File: config.mk
export PLATFORM = sky130hd
export DESIGN_NAME = alu_seq
export DESIGN_NICKNAME = d
export VERILOG_FILES = /design/src/rtl/alu_seq_pkg.sv /design/src/rtl/alu_seq_shifter.sv /design/src/rtl/alu_seq.sv
export SDC_FILE = /design/constraint.sdc
export NUM_CORES = 1
export LEC_CHECK = 0
export CORE_MARGIN = 3
export CORE_UTILIZATION = 40
export CTS_BUF_LIST = sky130_fd_sc_hd__clkbuf_16
export CTS_CLUSTER_SIZE = 40
export DETAILED_ROUTE_END_ITERATION = 10
export PLACE_DENSITY_LB_ADDON = 0.3
export SETUP_SLACK_MARGIN = 0.05
export SLEW_MARGIN = 30
export SYNTH_ARGS = -nofsm -noshare
export SYNTH_HDL_FRONTEND = slang
export SYNTH_HIERARCHICAL = 1
export SYNTH_SLANG_ARGS = --single-unit
File: constraint.sdc
create_clock -name clk -period 3.95 [get_ports clk]
set_input_delay 0.5925 -clock clk [delete_from_list [all_inputs] [get_ports clk]]
set_output_delay 0.5925 -clock clk [all_outputs]
set_load 0.005 [all_outputs]
File: src/rtl/alu_seq_pkg.sv
// alu_seq shared definitions: opcodes,
// FSM states and shifter modes.
package alu_seq_pkg;

  localparam logic [5:0] OP_ADC = 6'b010000;
  localparam logic [5:0] OP_SBB = 6'b010001;
  localparam logic [5:0] OP_EQ  = 6'b100000;
  localparam logic [5:0] OP_NE  = 6'b100001;
  localparam logic [5:0] OP_LE  = 6'b100010;
  localparam logic [5:0] OP_GT  = 6'b100011;
  localparam logic [5:0] OP_LLS = 6'b110000;
  localparam logic [5:0] OP_LRS = 6'b110001;
  localparam logic [5:0] OP_ARS = 6'b110010;

  typedef enum logic {
    IDLE,
    SHIFT
  } state_t;

  // Encoded to match op[1:0] of the shift opcodes
  typedef enum logic [1:0] {
    SH_LL = 2'd0,
    SH_LR = 2'd1,
    SH_AR = 2'd2
  } sh_mode_t;

  function automatic logic is_shift(
    input logic [5:0] op
  );
    return (op == OP_LLS) ||
           (op == OP_LRS) ||
           (op == OP_ARS);
  endfunction

endpackage

File: src/rtl/alu_seq_shifter.sv
// alu_seq iterative shifter: one bit per
// cycle, done pulses with the final value.
module alu_seq_shifter
  import alu_seq_pkg::*;
#(
  parameter int WIDTH = 32,
  localparam int SHW = $clog2(WIDTH)
) (
  input  logic             clk,
  input  logic             rst,
  input  logic             start,
  input  sh_mode_t         mode,
  input  logic [WIDTH-1:0] a,
  input  logic [SHW-1:0]   amt,
  output logic             busy,
  output logic             done,
  output logic [WIDTH-1:0] res
);

  localparam logic [SHW-1:0] ONE = SHW'(1);

  logic [WIDTH-1:0] work;
  logic [WIDTH-1:0] nxt;
  logic [SHW-1:0]   cnt;
  sh_mode_t         mode_q;

  always_comb begin
    nxt = work;
    case (mode_q)
      SH_LL:   nxt = {work[WIDTH-2:0], 1'b0};
      SH_LR:   nxt = {1'b0, work[WIDTH-1:1]};
      default: nxt = {work[WIDTH-1],
                      work[WIDTH-1:1]};
    endcase
  end

  assign done = busy & (cnt == ONE);
  assign res  = nxt;

  always_ff @(posedge clk or posedge rst) begin
    if (rst) begin
      work   <= '0;
      cnt    <= '0;
      mode_q <= SH_LL;
      busy   <= 1'b0;
    end else if (start) begin
      work   <= a;
      cnt    <= amt;
      mode_q <= mode;
      busy   <= 1'b1;
    end else if (busy) begin
      work <= nxt;
      cnt  <= cnt - ONE;
      if (cnt == ONE) busy <= 1'b0;
    end
  end

endmodule

File: src/rtl/alu_seq.sv
// Registered ALU with persistent carry,
// valid/ready handshakes and serial shifts.
module alu_seq
  import alu_seq_pkg::*;
#(
  parameter int WIDTH = 32,
  localparam int SHW = $clog2(WIDTH)
) (
  input  logic             clk,
  input  logic             rst,
  input  logic             in_valid,
  output logic             in_ready,
  input  logic [5:0]       op,
  input  logic [WIDTH-1:0] a,
  input  logic [WIDTH-1:0] b,
  output logic             out_valid,
  input  logic             out_ready,
  output logic [WIDTH-1:0] result,
  output logic             op_err,
  output logic             flag_c,
  output logic             flag_z,
  output logic             flag_n
);

  state_t state, state_n;

  logic             acc;
  logic             sh_big;
  logic             sh_zero;
  logic             multi;
  logic             sh_start;
  logic             sh_busy;
  logic             sh_done;
  logic [WIDTH-1:0] sh_res;

  logic [WIDTH:0]   sum;
  logic [WIDTH:0]   dif;
  logic [WIDTH-1:0] alu_res;
  logic             alu_err;
  logic             c_upd;
  logic             c_nxt;

  logic             wr_en;
  logic [WIDTH-1:0] wr_res;
  logic             wr_err;

  assign in_ready = (state == IDLE) & ~sh_busy
                  & (~out_valid | out_ready);
  assign acc      = in_valid & in_ready;

  assign sh_big   = |b[WIDTH-1:SHW];
  assign sh_zero  = (b == '0);
  assign multi    = is_shift(op) & ~sh_big
                  & ~sh_zero;
  assign sh_start = acc & multi;

  // Carry-in is the flag as of the accept edge
  assign sum = {1'b0, a} + {1'b0, b}
             + {{WIDTH{1'b0}}, flag_c};
  assign dif = {1'b0, a} - {1'b0, b}
             - {{WIDTH{1'b0}}, flag_c};

  always_comb begin
    alu_res = '0;
    alu_err = 1'b0;
    c_upd   = 1'b0;
    c_nxt   = flag_c;
    unique case (1'b1)
      (op == OP_ADC): begin
        alu_res = sum[WIDTH-1:0];
        c_upd   = 1'b1;
        c_nxt   = sum[WIDTH];
      end
      (op == OP_SBB): begin
        alu_res = dif[WIDTH-1:0];
        c_upd   = 1'b1;
        c_nxt   = dif[WIDTH];
      end
      (op == OP_EQ): alu_res = WIDTH'(a == b);
      (op == OP_NE): alu_res = WIDTH'(a != b);
      (op == OP_LE): alu_res = WIDTH'(a <= b);
      (op == OP_GT): alu_res = WIDTH'(a > b);
      (op == OP_LLS),
      (op == OP_LRS):
        alu_res = sh_zero ? a : '0;
      (op == OP_ARS):
        alu_res = sh_zero ? a
                : {WIDTH{a[WIDTH-1]}};
      default: alu_err = 1'b1;
    endcase
  end

  assign wr_en  = sh_done | (acc & ~multi);
  assign wr_res = sh_done ? sh_res : alu_res;
  assign wr_err = ~sh_done & alu_err;

  always_comb begin
    state_n = state;
    unique case (state)
      IDLE:  if (sh_start) state_n = SHIFT;
      SHIFT: if (sh_done) state_n = IDLE;
      default: state_n = IDLE;
    endcase
  end

  alu_seq_shifter #(
    .WIDTH(WIDTH)
  ) u_shifter (
    .clk  (clk),
    .rst  (rst),
    .start(sh_start),
    .mode (sh_mode_t'(op[1:0])),
    .a    (a),
    .amt  (b[SHW-1:0]),
    .busy (sh_busy),
    .done (sh_done),
    .res  (sh_res)
  );

  always_ff @(posedge clk or posedge rst) begin
    if (rst) begin
      state     <= IDLE;
      out_valid <= 1'b0;
      result    <= '0;
      op_err    <= 1'b0;
      flag_c    <= 1'b0;
      flag_z    <= 1'b0;
      flag_n    <= 1'b0;
    end else begin
      state <= state_n;
      if (wr_en) begin
        out_valid <= 1'b1;
        result    <= wr_res;
        op_err    <= wr_err;
        if (!wr_err) begin
          flag_z <= (wr_res == '0);
          flag_n <= wr_res[WIDTH-1];
        end
        if (c_upd & ~sh_done) flag_c <= c_nxt;
      end else if (out_ready) begin
        out_valid <= 1'b0;
      end
    end
  end

endmodule

# Yosys cells after proc, flatten, opt, wreduce, memory -nomap -nowiden
# Cells that the tools add are included.
[word_totals]
ff_bits = 78
in_bits = 74
elab_cells = 85
[classes]
add_sub_neg = 5
magnitude_cmp = 2
eq_ne = 13
n_mux = 20
bitwise_logic = 20
n_reduce_logical = 14
[ops]
columns = ["operator", "count"]
rows = [
  ["32-bit one-hot mux with 8 select lines", 1],
  ["32-bit two-way mux", 4],
  ["32-bit zero test", 2],
  ["32-bit one-hot mux with 2 select lines", 1],
  ["6-bit == test, second input constant", 7],
  ["32-bit by 32-bit adder with 33-bit output", 1],
  ["33-bit by 1-bit adder with 33-bit output", 1],
  ["32-bit by 32-bit subtractor with 33-bit output", 1],
  ["33-bit by 1-bit subtractor with 33-bit output", 1],
  ["32-bit == test", 1],
  ["32-bit greater-than comparator", 1],
  ["32-bit less-or-equal comparator", 1],
  ["32-bit != test", 1],
  ["31-bit two-way mux", 1],
  ["27-bit OR reduction", 1],
  ["6-bit by 5-bit == test with 1-bit output, second input constant", 2],
  ["1-bit bitwise AND", 10],
  ["5-bit two-way mux", 2],
  ["1-bit two-way mux", 9],
  ["9-bit OR reduction", 1],
  ["1-bit NOT", 8],
  ["2-bit nonzero test", 3],
  ["5-bit by 1-bit == test with 1-bit output, second input constant", 1],
  ["5-bit by 1-bit subtractor with 5-bit output, second input constant", 1],
  ["8 further kinds", 12],
]

# Depth between registers and ports, before layout
[logic_depth]
ltp_word = 9
ltp_mapped = 18

# Cells and area by module
# The synthesis kept the hierarchy.
[by_module_without_submodules]
columns = ["mod", "n_inst", "cells_per_inst", "area_per_inst_um2"]
rows = [
  ["alu_seq", 1, 1077, 7827.5],
  ["alu_seq_shifter", 1, 253, 2322.2],
]

# Least setup slack after synthesis
# No wires, ideal clock.
[synth_timing]
path_type = "input-to-reg"
startpoint = "input a[15]"
endpoint = "register flag_c"
setup_time_ns = 0.125
arrival_time_ns = 3.905
t_required_ns = 3.825
slack_ns = -0.080
cell_stages = 18
n_path_buf = 2
path_cell_list = "inv_1 > ha_1 > clkbuf_1 > inv_1 > ha_1 > clkbuf_1 > a21o_1 > a21o_1 > nor4_1 > nor3b_1 > o31a_1 > o221ai_1 > a21o_1 > a21o_1 > a21oi_1 > xnor2_1 > a21oi_1 > mux2_2"
[synth_between]
elab_chain_len = 3
word_cells_on_any_way = 5
[synth_lines]
columns = ["item", "line_no", "source"]
rows = [
  ["from (decl)", "alu_seq.sv:14", "input logic [WIDTH-1:0] a,"],
  ["32-bit by 32-bit subtractor with 33-bit output or 32-bit by 32-bit adder with 33-bit output (tied branches)", "alu_seq.sv:60, alu_seq.sv:58", ""],
  ["33-bit by 1-bit subtractor with 33-bit output or 33-bit by 1-bit adder with 33-bit output (tied branches)", "alu_seq.sv:61, alu_seq.sv:59", ""],
  ["1-bit one-hot mux with 2 select lines (*)", "alu_seq.sv:68", "unique case (1'b1)"],
  ["to (signal assigned)", "alu_seq.sv:139", "if (c_upd & ~sh_done) flag_c <= c_nxt;"],
  ["to (decl)", "alu_seq.sv:20", "output logic flag_c,"],
]
# Every way passes the cells marked *; elsewhere a longest branch is shown, timed or not.
# A chain may end at the register's enable or synchronous reset.

# Worst setup path in the final report
[layout_timing]
startpoint = "input a[31]"
endpoint = "register flag_z"
[layout_between]
elab_chain_len = 5
word_cells_on_any_way = 13
[layout_lines]
columns = ["item", "line_no", "source"]
rows = [
  ["32-bit by 32-bit subtractor with 33-bit output or 32-bit by 32-bit adder with 33-bit output (tied branches)", "alu_seq.sv:60, alu_seq.sv:58", ""],
  ["33-bit by 1-bit subtractor with 33-bit output or 33-bit by 1-bit adder with 33-bit output (tied branches)", "alu_seq.sv:61, alu_seq.sv:59", ""],
  ["32-bit one-hot mux with 8 select lines (*)", "alu_seq.sv:68", ""],
  ["32-bit two-way mux (*)", "alu_seq.sv:94", "assign wr_res = sh_done ? sh_res : alu_res;"],
  ["32-bit zero test (*)", "alu_seq.sv:136", "flag_z <= (wr_res == '0);"],
  ["to (signal assigned)", "alu_seq.sv:136", ""],
  ["to (decl)", "alu_seq.sv:21", "output logic flag_z,"],
]
# Marked as above.

==> impl_metrics.toml <==
[outcome]
outcome = "finished clean"

[worst_setup_path]
cp.arrival_ps = 4180
cp-start-kind = "input port"
r2r_slack_ps = 160
endpoint = "flag_z$_DFFE_PP0P_"
crit_required_ps = 4200
crit_path_start = "a[31]"
rr_startpoint = "flag_c$_DFFE_PP0P_"
crit_fanout = 5
reg2reg_to = "flag_z$_DFFE_PP0P_"
endpoint_kind = "flip-flop"
path_class = "in -> reg"
rr_worst_depth = 17

[sta]
slew_viol_final = 0
worstMarginPinSlew_ps = 624
fmax_mhz = 255
tns_ps = 0
hold_viol = 0
rsz0062_at_grt = "true"
setup_viol = 0
fin_crit_sh = 0.994
relSlewSlack = 0.580
skew_ps = 6.72
period_needed_ps = 3930

[grt]
grt_pass1_vias = 11600
grt_pass1_wl_mm = 60.7
grt_util_met3 = 0.0362
grt.total_usage = 0.281
busiest_layer = "met2"
grt_util_met1 = 0.352
overflow = 0
use_met2 = 0.490
antenna_found_initial = 1
grt_start_max_net_pins = 42

[clock_tree]
cts_tree = "yes"
htreeDepth = 3
cts-hold-fix-buffers = 0
clkLatencyLatePin_ps = 340
clkSlewWorstSetupHoldPaths_ps = 60
cts_sinks = 78
cts_made_buffers = 9
cts_buffer_depth = 2
cts_root_buf = "clkbuf_16"

[logic_synthesis]
ys_ff_latch = 78
synth_compound_area_frac = 0.263
synth_warnings = 6
ys_seq_area_frac = 0.192
syn_inst = 1330
synthXorXnorAreaFrac = 0.0431
synth_edf_count = 0
synthesis.nets = 1535
synth_fa_ha_area_frac = 0.164
avgSynthCellArea_sq_um = 7.63
synthDistinctLibCells = 85
synth_mux_area_frac = 0.0498
async_reset_ff_frac = 1.00
synth_top_family_by_area = "compound AO/OA/AOI/OAI gates"
yosys.area_share.simple = 0.192
synth_ff_type = "dfrtp_1"
syn_area_sq_um = 10100

[job]
drv_cap = 0

[detailed_routing]
first_pass_iters = 5
antenna_left = 0
viasPerCell = 5.59
vias = 11800
totalWireLength_mm = 39.9
wire_per_inst_microns = 18.8
drc = 0
drt_iter0_markers = 1006

[floorplanning]
die_width_microns = 165
io_pins = 112
die_area_sq_um = 27300
num_rows = 57
start_util = 0.413
die_h_microns = 165
core_sq_um = 24600

[power]
peakVddDrop_v = 0.000204
leakage_nw = 7.55
p_per_area_nw_per_um2 = 224
finalPower_mw = 3.51

[layout]
fin_nets = 1993
layout_commonest_cell = "buf_4"
drive_above_1_share = 0.339
mostFrequentLayoutCells = "buf_4, inv_1, a21oi_1, nand2_1, ha_1"
area_delta_synth_final_pct = 54.4

[worst_hold_path]
hold_class = "reg -> reg"
holdPathStages = 2

[placement]
hpwl_mm = 31.6
gp_congestion = 0.950
port-buffer-count = 111
## worst min-delay path by stage
stage,from,endpoint,slack [ps]
final,result[9]$_DFFE_PP0P_,result[9]$_DFFE_PP0P_,480
after global routing,result[24]$_DFFE_PP0P_,result[24]$_DFFE_PP0P_,500
after CTS,result[24]$_DFFE_PP0P_,result[24]$_DFFE_PP0P_,490
after detailed placement,result[24]$_DFFE_PP0P_,result[24]$_DFFE_PP0P_,470
after global placement,result[15]$_DFFE_PP0P_,result[15]$_DFFE_PP0P_,470
after floorplan,state$_DFF_PP0_,state$_DFF_PP0_,450
## layer usage
layer  vias up  part of all wire
met5         -                 0
met4         0             0.042
met3        93             0.056
met2       439              0.49
met1      5687              0.41
li1       5621                 -
## state kept, by name, indices dropped and copies added, names as in the netlist
signal	cells
out_valid	1
result	32
state	1
u_shifter/work	32
flag_z	1
flag_n	1
op_err	1
u_shifter/busy	1
flag_c	1
u_shifter/cnt	5
u_shifter/mode_q	2
## power breakdown
part / leakage (nW) / internal, mW / switching (mW) / total, mW
registers: 1.04 / 0.812 / 0.00806 / 0.820
logic: 6.37 / 0.917 / 0.919 / 1.84
clock network: 0.140 / 0.492 / 0.361 / 0.854
total: 7.55 / 2.22 / 1.29 / 3.51
## stage by stage
step	utilization	setup WS (ps)	hold WS (ps)	instance area, sq um	std cells
2_1_floorplan	-	52.0	455	10200	1330
3_3_place_gp	0.570	-781	465	14000	2051
3_5_place_dp	0.570	-834	473	14000	2051
4_1_cts	0.616	53.2	487	15200	2098
5_1_grt	0.637	-41.3	497	15700	2118
6_report	0.637	22.6	484	15700	2118
## logic make-up (layout without fill, tap and decap cells)
kind of cell               Yosys count  count (layout)
AOI/OAI and AO/OA                  413             413
other                                0               1
and+or+nand+nor                    371             371
buffers and inverters              238             701
adders and majority gates          131             131
DFF                                 78              78
muxes                               49              49
xor gates and xnor gates            50              50
## synthesized netlist by cell type, types with 10 or more instances
cell	number	share of area
nor2_1	61	0.023
nor4_1	19	0.012
clkbuf_1	42	0.016
o21ai_0	105	0.052
a21oi_1	137	0.068
a21o_1	26	0.019
nand3_1	21	0.010
mux2i_1	37	0.036
a221oi_1	14	0.012
xor2_1	12	0.010
nor3_1	20	0.0099
a31oi_1	10	0.0062
mux2_2	12	0.013
nor3b_1	33	0.024
nand2_1	103	0.038
a211oi_1	13	0.0096
nand4_1	21	0.013
dfrtp_1	78	0.19
xnor2_1	38	0.033
o31ai_1	12	0.0089
nand2b_1	15	0.0092
nor2b_1	22	0.014
inv_1	177	0.065
ha_1	127	0.16
## layout make-up
class | instances | area, sq um
fill | 2074 | 8930
multi-input combinational | 1014 | 8260
timing repair buffer | 506 | 4080
sequential | 78 | 1950
inverter | 179 | 674
tap | 324 | 405
clock buffer | 9 | 225
clock inverter | 7 | 73.8
antenna | 1 | 2.50
## what timing repair did
| action | in CTS | in global routing |
|---|---|---|
| endpoints found under the hold margin | 0 | 0 |
| setup buffers | 31 | 20 |
| pin swaps | 69 | 71 |
| endpoints found under the setup margin | 13 | 7 |
| gates resized for setup | 171 | 98 |
## critical path: stages
cell and delay, ps:
clkdlybuf4s50_1 450, buf_4 180, ha_1 190, nor2b_1 260, o21ai_1 200, a21oi_4 210, o211ai_1 210, o21ai_1 170
buf_4 160, xnor2_4 130, o221ai_2 130, nor4_2 360, buf_4 160, nand4_1 120, nor4_1 200, nand4_1 210
o31ai_4 240
(Power assumes the default switching activity.)
